File: src/rtl/lsu.sv
// Load/store unit: turns decoder memory controls into one or two word-aligned
// handshaked bus beats, stalls the core until completion, and extends load data.
module lsu #(
  parameter int ADDR_W = 32
) (
  input  logic              clk_i,
  input  logic              rst_ni,
  input  logic              req_valid_i,
  input  logic              req_wren_i,
  input  logic [2:0]        req_op_i,
  input  logic [ADDR_W-1:0] req_addr_i,
  input  logic [31:0]       req_wdata_i,
  output logic              stall_o,
  output logic              rsp_valid_o,
  output logic [31:0]       ld_data_o,
  output logic              err_o,
  output logic              mem_req_o,
  input  logic              mem_gnt_i,
  output logic              mem_we_o,
  output logic [ADDR_W-1:0] mem_addr_o,
  output logic [3:0]        mem_be_o,
  output logic [31:0]       mem_wdata_o,
  input  logic              mem_rvalid_i,
  input  logic [31:0]       mem_rdata_i
);

  typedef enum logic [2:0] {IDLE, REQ0, WAIT0, REQ1, WAIT1, DONE} state_t;

  state_t            state, state_nxt;
  logic [2:0]        op;
  logic              wren, err;
  logic [1:0]        off;
  logic [ADDR_W-1:0] base;
  logic [63:0]       wdata_sh;
  logic [7:0]        lane;
  logic [31:0]       rdata0, rdata1;

  logic              illegal;
  logic [3:0]        size;
  logic [31:0]       size_bits;
  logic              accept;

  assign accept = (state == IDLE) && req_valid_i;

  always_comb begin
    case (req_op_i[1:0])
      2'b00:   size = 4'b0001;
      2'b01:   size = 4'b0011;
      2'b10:   size = 4'b1111;
      default: size = 4'b0000;
    endcase
  end

  // Store data is trimmed to the access size so disabled lanes read as zero.
  assign size_bits = {{8{size[3]}}, {8{size[2]}}, {8{size[1]}}, {8{size[0]}}}
                   & {32{req_wren_i}};

  assign illegal = req_wren_i ? (req_op_i[2] || (req_op_i[1:0] == 2'b11))
                              : ((req_op_i[1:0] == 2'b11) || (req_op_i[2:1] == 2'b11));

  always_comb begin
    state_nxt = state;
    case (state)
      IDLE:    if (req_valid_i) state_nxt = illegal ? DONE : REQ0;
      REQ0:    if (mem_gnt_i) state_nxt = WAIT0;
      WAIT0:   if (mem_rvalid_i) state_nxt = (lane[7:4] != 4'b0000) ? REQ1 : DONE;
      REQ1:    if (mem_gnt_i) state_nxt = WAIT1;
      WAIT1:   if (mem_rvalid_i) state_nxt = DONE;
      DONE:    state_nxt = IDLE;
      default: state_nxt = IDLE;
    endcase
  end

  always_ff @(posedge clk_i or negedge rst_ni) begin
    if (!rst_ni) begin
      state    <= IDLE;
      op       <= '0;
      wren     <= 1'b0;
      err      <= 1'b0;
      off      <= '0;
      base     <= '0;
      wdata_sh <= '0;
      lane     <= '0;
      rdata0   <= '0;
      rdata1   <= '0;
    end else begin
      state <= state_nxt;
      if (accept) begin
        op       <= req_op_i;
        wren     <= req_wren_i;
        err      <= illegal;
        off      <= req_addr_i[1:0];
        base     <= {req_addr_i[ADDR_W-1:2], 2'b00};
        wdata_sh <= {32'b0, req_wdata_i & size_bits} << {req_addr_i[1:0], 3'b000};
        lane     <= {4'b0000, size} << req_addr_i[1:0];
        rdata0   <= '0;
        rdata1   <= '0;
      end
      if ((state == WAIT0) && mem_rvalid_i) rdata0 <= mem_rdata_i;
      if ((state == WAIT1) && mem_rvalid_i) rdata1 <= mem_rdata_i;
    end
  end

  logic req0, req1, done;
  assign req0 = (state == REQ0);
  assign req1 = (state == REQ1);
  assign done = (state == DONE);

  // Bus outputs decode state and registers only; zero outside a request.
  assign mem_req_o   = req0 || req1;
  assign mem_we_o    = mem_req_o && wren;
  assign mem_addr_o  = req0 ? base : (req1 ? base + ADDR_W'(4) : '0);
  assign mem_be_o    = req0 ? lane[3:0] : (req1 ? lane[7:4] : 4'b0000);
  assign mem_wdata_o = req0 ? wdata_sh[31:0] : (req1 ? wdata_sh[63:32] : 32'b0);

  logic [31:0] rw, ext;
  assign rw = 32'({rdata1, rdata0} >> {off, 3'b000});

  always_comb begin
    case (op)
      3'b000:  ext = {{24{rw[7]}}, rw[7:0]};
      3'b001:  ext = {{16{rw[15]}}, rw[15:0]};
      3'b100:  ext = {24'b0, rw[7:0]};
      3'b101:  ext = {16'b0, rw[15:0]};
      default: ext = rw;
    endcase
  end

  assign rsp_valid_o = done;
  assign err_o       = done && err;
  assign ld_data_o   = (done && !wren && !err) ? ext : 32'b0;
  assign stall_o     = req_valid_i && !done;

endmodule

File: config.mk
export PLATFORM = sky130hd
export DESIGN_NAME = lsu
export DESIGN_NICKNAME = d
export VERILOG_FILES = /design/src/rtl/lsu.sv
export SDC_FILE = /design/constraint.sdc
export NUM_CORES = 1
export LEC_CHECK = 0
export BUFFER_PORTS_ARGS = -buffer_cell sky130_fd_sc_hd__buf_2
export CORE_MARGIN = 4
export CORE_UTILIZATION = 55
export CTS_CLUSTER_SIZE = 25
export DETAILED_ROUTE_END_ITERATION = 8
export MAX_ROUTING_LAYER = met4
export PLACE_DENSITY = 0.81
export SLEW_MARGIN = 40
export SYNTH_ARGS = -nofsm -noshare
export SYNTH_HDL_FRONTEND = slang
export SYNTH_SLANG_ARGS = --single-unit
File: constraint.sdc
create_clock -name clk_i -period 2.5 [get_ports clk_i]
set_clock_uncertainty 0.05 [all_clocks]
set_input_delay 0.25 -clock clk_i [delete_from_list [all_inputs] [get_ports clk_i]]
set_output_delay 0.25 -clock clk_i [all_outputs]
set_load 0.05 [all_outputs]
==> results of run 1 <==
worst paths after layout:
check / start / to / depth (start not counted)
min in group asynchronous: rst_ni / wdata_sh[20]$_DFFE_PN0P_ / 2
max in group asynchronous: rst_ni / rdata0[26]$_DFFE_PN0P_ / 3
hold reg to reg: wdata_sh[25]$_DFFE_PN0P_ / wdata_sh[25]$_DFFE_PN0P_ / 2
setup / recovery: base[23]$_DFFE_PN0P_ / mem_addr_o[28] / 5
setup reg to reg: state[1]$_DFFE_PN0P_ / wdata_sh[7]$_DFFE_PN0P_ / 6
hold / removal: mem_rdata_i[18] / rdata0[18]$_DFFE_PN0P_ / 2
power by group:
| part | switching, mW | total (mW) | internal, mW |
|---|---|---|---|
| clock network | 1.22 | 2.76 | 1.54 |
| registers | 0.933 | 4.49 | 3.56 |
| logic | 4.41 | 7.04 | 2.63 |
sequential cells by signal, summed over array words and instances, names as in the netlist:
signal / count
wren: 1
lane: 7
wdata_sh: 56
rdata0: 32
rdata1: 24
base: 30
state: 3
off: 2
op: 3
err: 1
critical path, stage by stage (launching register included):
cell	delay, ns
sky130_fd_sc_hd__dfrtp_1	0.44
sky130_fd_sc_hd__and4_4	0.33
sky130_fd_sc_hd__nand3_2	0.21
sky130_fd_sc_hd__or4_4	0.61
sky130_fd_sc_hd__a21oi_2	0.18
sky130_fd_sc_hd__buf_6	0.17
final cells by class:
type                            count  area, sq um  area share, %
Clock inverter                     14          169           1.36
Inverter                           10         41.3          0.332
Sequential cell                   159         3990           32.1
Timing Repair Buffer              334         2460           19.8
Antenna cell                        3         7.51         0.0604
Tap cell                          216          270           2.17
Multi-Input combinational cell    721         5060           40.7
Clock buffer                       18          439           3.53
layer usage:
metal | vias to the layer above | GRT usage (%) | part of all wire, %
met5 | - | - | 0
met3 | 223 | 7.40 | 9.7
met2 | 826 | 50.5 | 47
li1 | 4065 | - | -
met4 | 0 | 15.4 | 6.6
met1 | 4615 | 41.5 | 37
cell usage after synthesis, types with 11 or more instances:
library cell,number
sky130_fd_sc_hd__a21oi_1,46
sky130_fd_sc_hd__a22o_1,80
sky130_fd_sc_hd__a32o_1,16
sky130_fd_sc_hd__and2_1,24
sky130_fd_sc_hd__buf_1,14
sky130_fd_sc_hd__buf_2,16
sky130_fd_sc_hd__clkbuf_1,49
sky130_fd_sc_hd__dfrtp_1,159
sky130_fd_sc_hd__mux2_2,18
sky130_fd_sc_hd__mux2i_1,65
sky130_fd_sc_hd__nand2_1,172
sky130_fd_sc_hd__nand3_1,15
sky130_fd_sc_hd__nor2_1,65
sky130_fd_sc_hd__nor2b_1,11
sky130_fd_sc_hd__o21ai_0,60
sky130_fd_sc_hd__o31ai_1,12
sky130_fd_sc_hd__or4_1,11
sky130_fd_sc_hd__xor2_1,11
cell families after synthesis:
| family | Yosys count | share of synthesized area, % |
|---|---|---|
| AO/OA/AOI/OAI | 259 | 20.5 |
| XOR/XNOR | 13 | 1.27 |
| adder cells (fa/ha/maj) | 3 | 0.417 |
| buffers and inverters | 96 | 4.65 |
| flip-flops | 159 | 44.2 |
| multiplexers | 83 | 9.49 |
| other | 1 | 0.0417 |
| AND/OR/NAND/NOR | 358 | 19.4 |
per-stage QoR:
| step | TNS [ns] | instances | util, % | instance area (sq um) | setup slack (ns) |
|---|---|---|---|---|---|
| floorplan | 0 | 973 | - | 9020 | 0.0111 |
| global placement | 0 | 1350 | 64.8 | 10300 | 0.210 |
| detailed placement | 0 | 1350 | 64.8 | 10300 | 0.168 |
| CTS | -0.930 | 1450 | 74.2 | 11800 | -0.0983 |
| global route | -4.53 | 1475 | 78.0 | 12400 | -0.226 |
| finish | -2.89 | 1475 | 78.0 | 12400 | -0.190 |
timing repair:
action                     CTS  global route
resized for setup           83           115
pin swaps                   12            28
cloned                       3             0
setup buffers               14            22
hold buffers                51             1
hold endpoints to repair   107             1
setup endpoints to repair   37            74
==> impl_metrics.tcl, run 1 <==
set metrics [dict create \
    postSynthCellCount 972 \
    start_util_pct 56.4 \
    reg2reg_setup_slack_ns 0.14 \
    postRouteAntennaNets 0 \
    first_pass_iters 7 \
    hp-class "in -> reg" \
    cts_bufs_inserted 17 \
    grt_pass1_vias 8871 \
    final_hold_viol_count 0 \
    worst_slew_pin_slew_ns 0.671 \
    pin_count_of_the_biggest_net_entering_global_routing 60 \
    layout.cells.most_common "sky130_fd_sc_hd__nand2_1" \
    powerDensity_nw_per_um2 1150 \
    design.die.area_sq_um 18500 \
    cts_max_level 4 \
    slew_headroom_pct 55.1 \
    critPathCaptureType "primary output" \
    first_iter_violations 1147 \
    routed-via-count 9729 \
    ios 210 \
    min_period_over_period_pct 108 \
    fraction_of_final_layout_cells_sized_beyond_drive_strength_1_pct 35.0 \
    routed_wire_length_per_instance_um 22.8 \
    startpoint_type "register" \
    outcome "complete, but fails checks" \
    report.power.total_mw 14.3 \
    clkSinkCount 159 \
    final_cell_mix "sky130_fd_sc_hd__nand2_1, sky130_fd_sc_hd__buf_2, sky130_fd_sc_hd__dfrtp_1" \
    peak_supply_drop_mv 0.748 \
    synth_top_area_share_pct 44.2 \
    synth_enable_flop_cells 0 \
    synth_area_leaders "sky130_fd_sc_hd__dfrtp_1, sky130_fd_sc_hd__a22o_1, sky130_fd_sc_hd__mux2i_1, sky130_fd_sc_hd__nand2_1, sky130_fd_sc_hd__o21ai_0" \
    yosysWarningCount 0 \
    final_net_count 1351 \
    unrepaired_setup_endpoints_after_global_routing "true" \
    register_area_share_after_synthesis_pct 44.2 \
    cts_clk_pin_slew_worst_paths_ns 0.07 \
    port-buffer-count 207 \
    drc 0 \
    synth-async-reset-ratio_pct 100 \
    ys_dominant_reg_cell "sky130_fd_sc_hd__dfrtp_1" \
    grt_util_overall_pct 32.8 \
    die_width_um 136 \
    grt_antenna_before_repair 3 \
    clk_latency_ns 0.44 \
    power.leakage_nw 5.90 \
    ctsRootBufferMaster "sky130_fd_sc_hd__clkbuf_16" \
    count_of_state_elements_after_synthesis 159 \
    finalSetupViolCount 33 \
    critPathRequiredTime_ns 2.20 \
    synth_area_leader_cell "sky130_fd_sc_hd__dfrtp_1" \
    dp_hpwl_mm 18.8 \
    violations_in_the_final_reports "setup timing" \
    fmax_mhz 372 \
    core_rows 46 \
    syn_avg_cell_area_sq_um 9.26 \
    post_synth_num_cell_types 56 \
    vias_per_inst 6.60 \
    report.final.slew_viol_count 0 \
    setup_slack_ns -0.190 \
    worst-endpoint-arrival_ns 2.39 \
    grt_overflow_total 0 \
    synthesis.area_sq_um 9000 \
    final.min_clock_period_ns 2.69 \
    worst_hold_slack_ns 0.0143 \
    cts_buffer_depth 2 \
    die_height_um 136 \
    core_area_sq_um 15900 \
    global_route_wire_length_before_repair_mm 46.1 \
    critical_path_class "reg -> out" \
    cts_tree "done" \
    filler_instances 950 \
    final_estimated_routing_congestion_in_global_placement 0.929 \
    synthesis_to_finish_area_growth_pct 38.3 \
    cp_max_fo 7 \
    postRouteWirelength_mm 33.7 \
    timing.max_cap.violations 0 \
]
No activity file was read; power rests on OpenSTA's default activity.
==> inputs of run 2 (changes only) <==
==> constraint.sdc (replaced) <==
create_clock -name clk_i -period 2.5 [get_ports clk_i]
set_clock_uncertainty 0.05 [all_clocks]
set_input_delay 0.375 -clock clk_i [delete_from_list [all_inputs] [get_ports clk_i]]
set_output_delay 0.375 -clock clk_i [all_outputs]
set_load 0.05 [all_outputs]
==> run 2 against run 1 <==
The run still ends with setup timing left. Maximum frequency down 6.2%. Core utilization fell by 0.32 points. Setup slack got worse by 0.18 ns. Largest cell class unchanged. Largest power group unchanged. Highest routed layer unchanged.
==> impl_metrics.tcl, run 2 (same netlist as run 1, synthesis figures left out) <==
set metrics [dict create \
    path_cells "nand3b_4 > buf_4 > nor3_1 > nand2_2 > o21ai_2 > buf_6" \
    largestRegisters "wdata_sh (56), rdata0 (32), base (30)" \
    cts_clk_pin_slew_worst_paths_ns 0.07 \
    power.sequential.fraction_pct 30.6 \
    power_switching_mw 6.52 \
    start_util_pct 56.4 \
    combinationalPowerShare_pct 51.4 \
    pin_count_of_the_biggest_net_entering_global_routing 66 \
    final_hold_viol_count 0 \
    routed-wl-met2_mm 15.6 \
    design.die.area_sq_um 18500 \
    core_rows 46 \
    cts_tree "done" \
    final_cell_area_sq_um 12400 \
    finalSetupViolCount 40 \
    die_height_um 136 \
    outcome "complete, but fails checks" \
    drc 0 \
    ios 210 \
    violations_in_the_final_reports "setup timing" \
    final-seq-area_sq_um 3990 \
    cp_max_fo 14 \
    setup_slack_ns -0.370 \
    timing.max_cap.violations 0 \
    min_period_over_period_pct 115 \
    worst_hold_slack_ns 0.0936 \
    routed-via-count 9348 \
    postRouteWirelength_mm 32.5 \
    cell_internal_pwr_mw 7.95 \
    final.min_clock_period_ns 2.87 \
    cell_count_post_placement 1352 \
    final_net_count 1326 \
    ctsRootBufferMaster "sky130_fd_sc_hd__clkbuf_16" \
    first_pass_iters 6 \
    unrepaired_setup_endpoints_after_global_routing "true" \
    peak_supply_drop_mv 0.834 \
    slew_headroom_pct 57.8 \
    powerDensity_nw_per_um2 1170 \
    swShare_pct 45.1 \
    fmax_mhz 348 \
    critical_path_class "reg -> out" \
    vias_per_inst 6.45 \
    core_area_sq_um 15900 \
    global_route_wire_length_before_repair_mm 45.3 \
    route.met3.wl_mm 3.11 \
    grt_util_overall_pct 31.8 \
    registers.top_by_ff_count "wdata_sh" \
    multi_input_area_sq_um 5190 \
    critPathCaptureType "primary output" \
    cts_bufs_inserted 17 \
    routed_wire_length_per_instance_um 22.4 \
    grt_antenna_before_repair 3 \
    report.final.slew_viol_count 0 \
    clk_latency_ns 0.42 \
    port-buffer-count 207 \
    final_estimated_routing_congestion_in_global_placement 0.921 \
    clockPowerShare_pct 18.0 \
    cts_max_level 4 \
    critPathRequiredTime_ns 2.08 \
    die_width_um 136 \
    cts_buffer_depth 2 \
    postRouteAntennaNets 0 \
    worst_slew_pin_slew_ns 0.633 \
    slowest_stage "sky130_fd_sc_hd__dfrtp_2" \
    met1_length_mm 12.2 \
    first_iter_violations 1158 \
    filler_instances 989 \
    top_signal_layer_used "met4" \
    largest_reg_flops 56 \
    startpoint_type "register" \
    final_cells 1450 \
    fin_setup_tns_ns -7.37 \
    hp-class "in -> reg" \
    final_cell_mix "sky130_fd_sc_hd__nand2_1, sky130_fd_sc_hd__dfrtp_1, sky130_fd_sc_hd__buf_2" \
    grt_overflow_total 0 \
    largest_stage_delay_on_the_critical_path_ns 0.42 \
    layout.cells.most_common "sky130_fd_sc_hd__nand2_1" \
    power.leakage_nw 5.81 \
    worst-endpoint-arrival_ns 2.44 \
    synthesis_to_finish_area_growth_pct 37.7 \
    grt_pass1_vias 8560 \
    preCtsSetupSlack_ns 0.0619 \
    dp_hpwl_mm 18.5 \
    fraction_of_final_layout_cells_sized_beyond_drive_strength_1_pct 39.3 \
    placed_cell_area_sq_um 10500 \
    clkSinkCount 159 \
]
-- run 2: cell types whose count changed in the layout (fill, tap and decap cells not counted), moves of 10 or more --
cell / delta
sky130_fd_sc_hd__a21oi_1: -18
sky130_fd_sc_hd__dlygate4sd3_1: -51
sky130_fd_sc_hd__buf_2: -14
sky130_fd_sc_hd__a21oi_2: +17
sky130_fd_sc_hd__buf_4: +10
sky130_fd_sc_hd__buf_6: +23
-- run 2: area by class of cell --
class | instances | share of cell area [%]
clock inverters | 13 | 1.24
diodes | 4 | 0.0808
well taps | 216 | 2.18
clock buffers | 18 | 3.46
repair buffers | 309 | 18.6
multi-input cells | 721 | 41.9
flip-flops and latches | 159 | 32.2
inverters | 10 | 0.303
-- run 2: power groups by stage --
stage / registers (mW) / logic (mW) / clock network, mW
global placement: 4.33 / 5.75 / 0
finish: 4.43 / 7.45 / 2.60
detailed placement: 4.37 / 5.87 / 0
global route: 4.51 / 7.88 / 2.74
CTS: 4.31 / 6.67 / 2.61
floorplan: 4.11 / 4.47 / 0
-- run 2: worst paths after layout --
| path | from | end | slack [ns] | cells past startpoint |
|---|---|---|---|---|
| min reg2reg | lane[0]$_DFFE_PN0P_ | lane[0]$_DFFE_PN0P_ | 0.42 | 2 |
| max | state[1]$_DFFE_PN0P_ | ld_data_o[19] | -0.37 | 6 |
| min in group asynchronous | rst_ni | base[19]$_DFFE_PN0P_ | 0.42 | 2 |
| max reg2reg | state[1]$_DFFE_PN0P_ | wdata_sh[32]$_DFFE_PN0P_ | 0.36 | 6 |
| min | req_addr_i[11] | base[11]$_DFFE_PN0P_ | 0.09 | 3 |
| max in group asynchronous | rst_ni | off[0]$_DFFE_PN0P_ | 1.22 | 3 |
-- run 2: layer usage --
layer / GRT usage, % / vias up
li1: - / 4021
met1: 41.1 / 4505
met2: 49.9 / 668
met3: 6.48 / 154
met4: 12.3 / 0
met5: - / -
-- run 2: worst max-delay path: cells and delay by family, from the launching register on --
| kind | cells | cell delay (ns) |
|---|---|---|
| simple gates | 3 | 0.92 |
| flops | 1 | 0.42 |
| buf+inv | 2 | 0.34 |
| compound gates | 1 | 0.33 |
-- run 2: metrics by stage --
stage                     power (mW)  util [%]
after floorplan                 8.57         -
after global placement          10.1      65.7
after detailed placement        10.2      65.7
after CTS                       13.6      73.8
after global routing            15.1      77.7
final                           14.5      77.7
-- run 2: what timing repair did --
| action | CTS | global route |
|---|---|---|
| cloned | 5 | 0 |
| pin swaps | 28 | 28 |
| hold buffers | 1 | 0 |
| gates resized for setup | 132 | 99 |
| endpoints found under the setup margin | 79 | 70 |
| setup buffers | 28 | 29 |
| endpoints found under the hold margin | 49 | 0 |
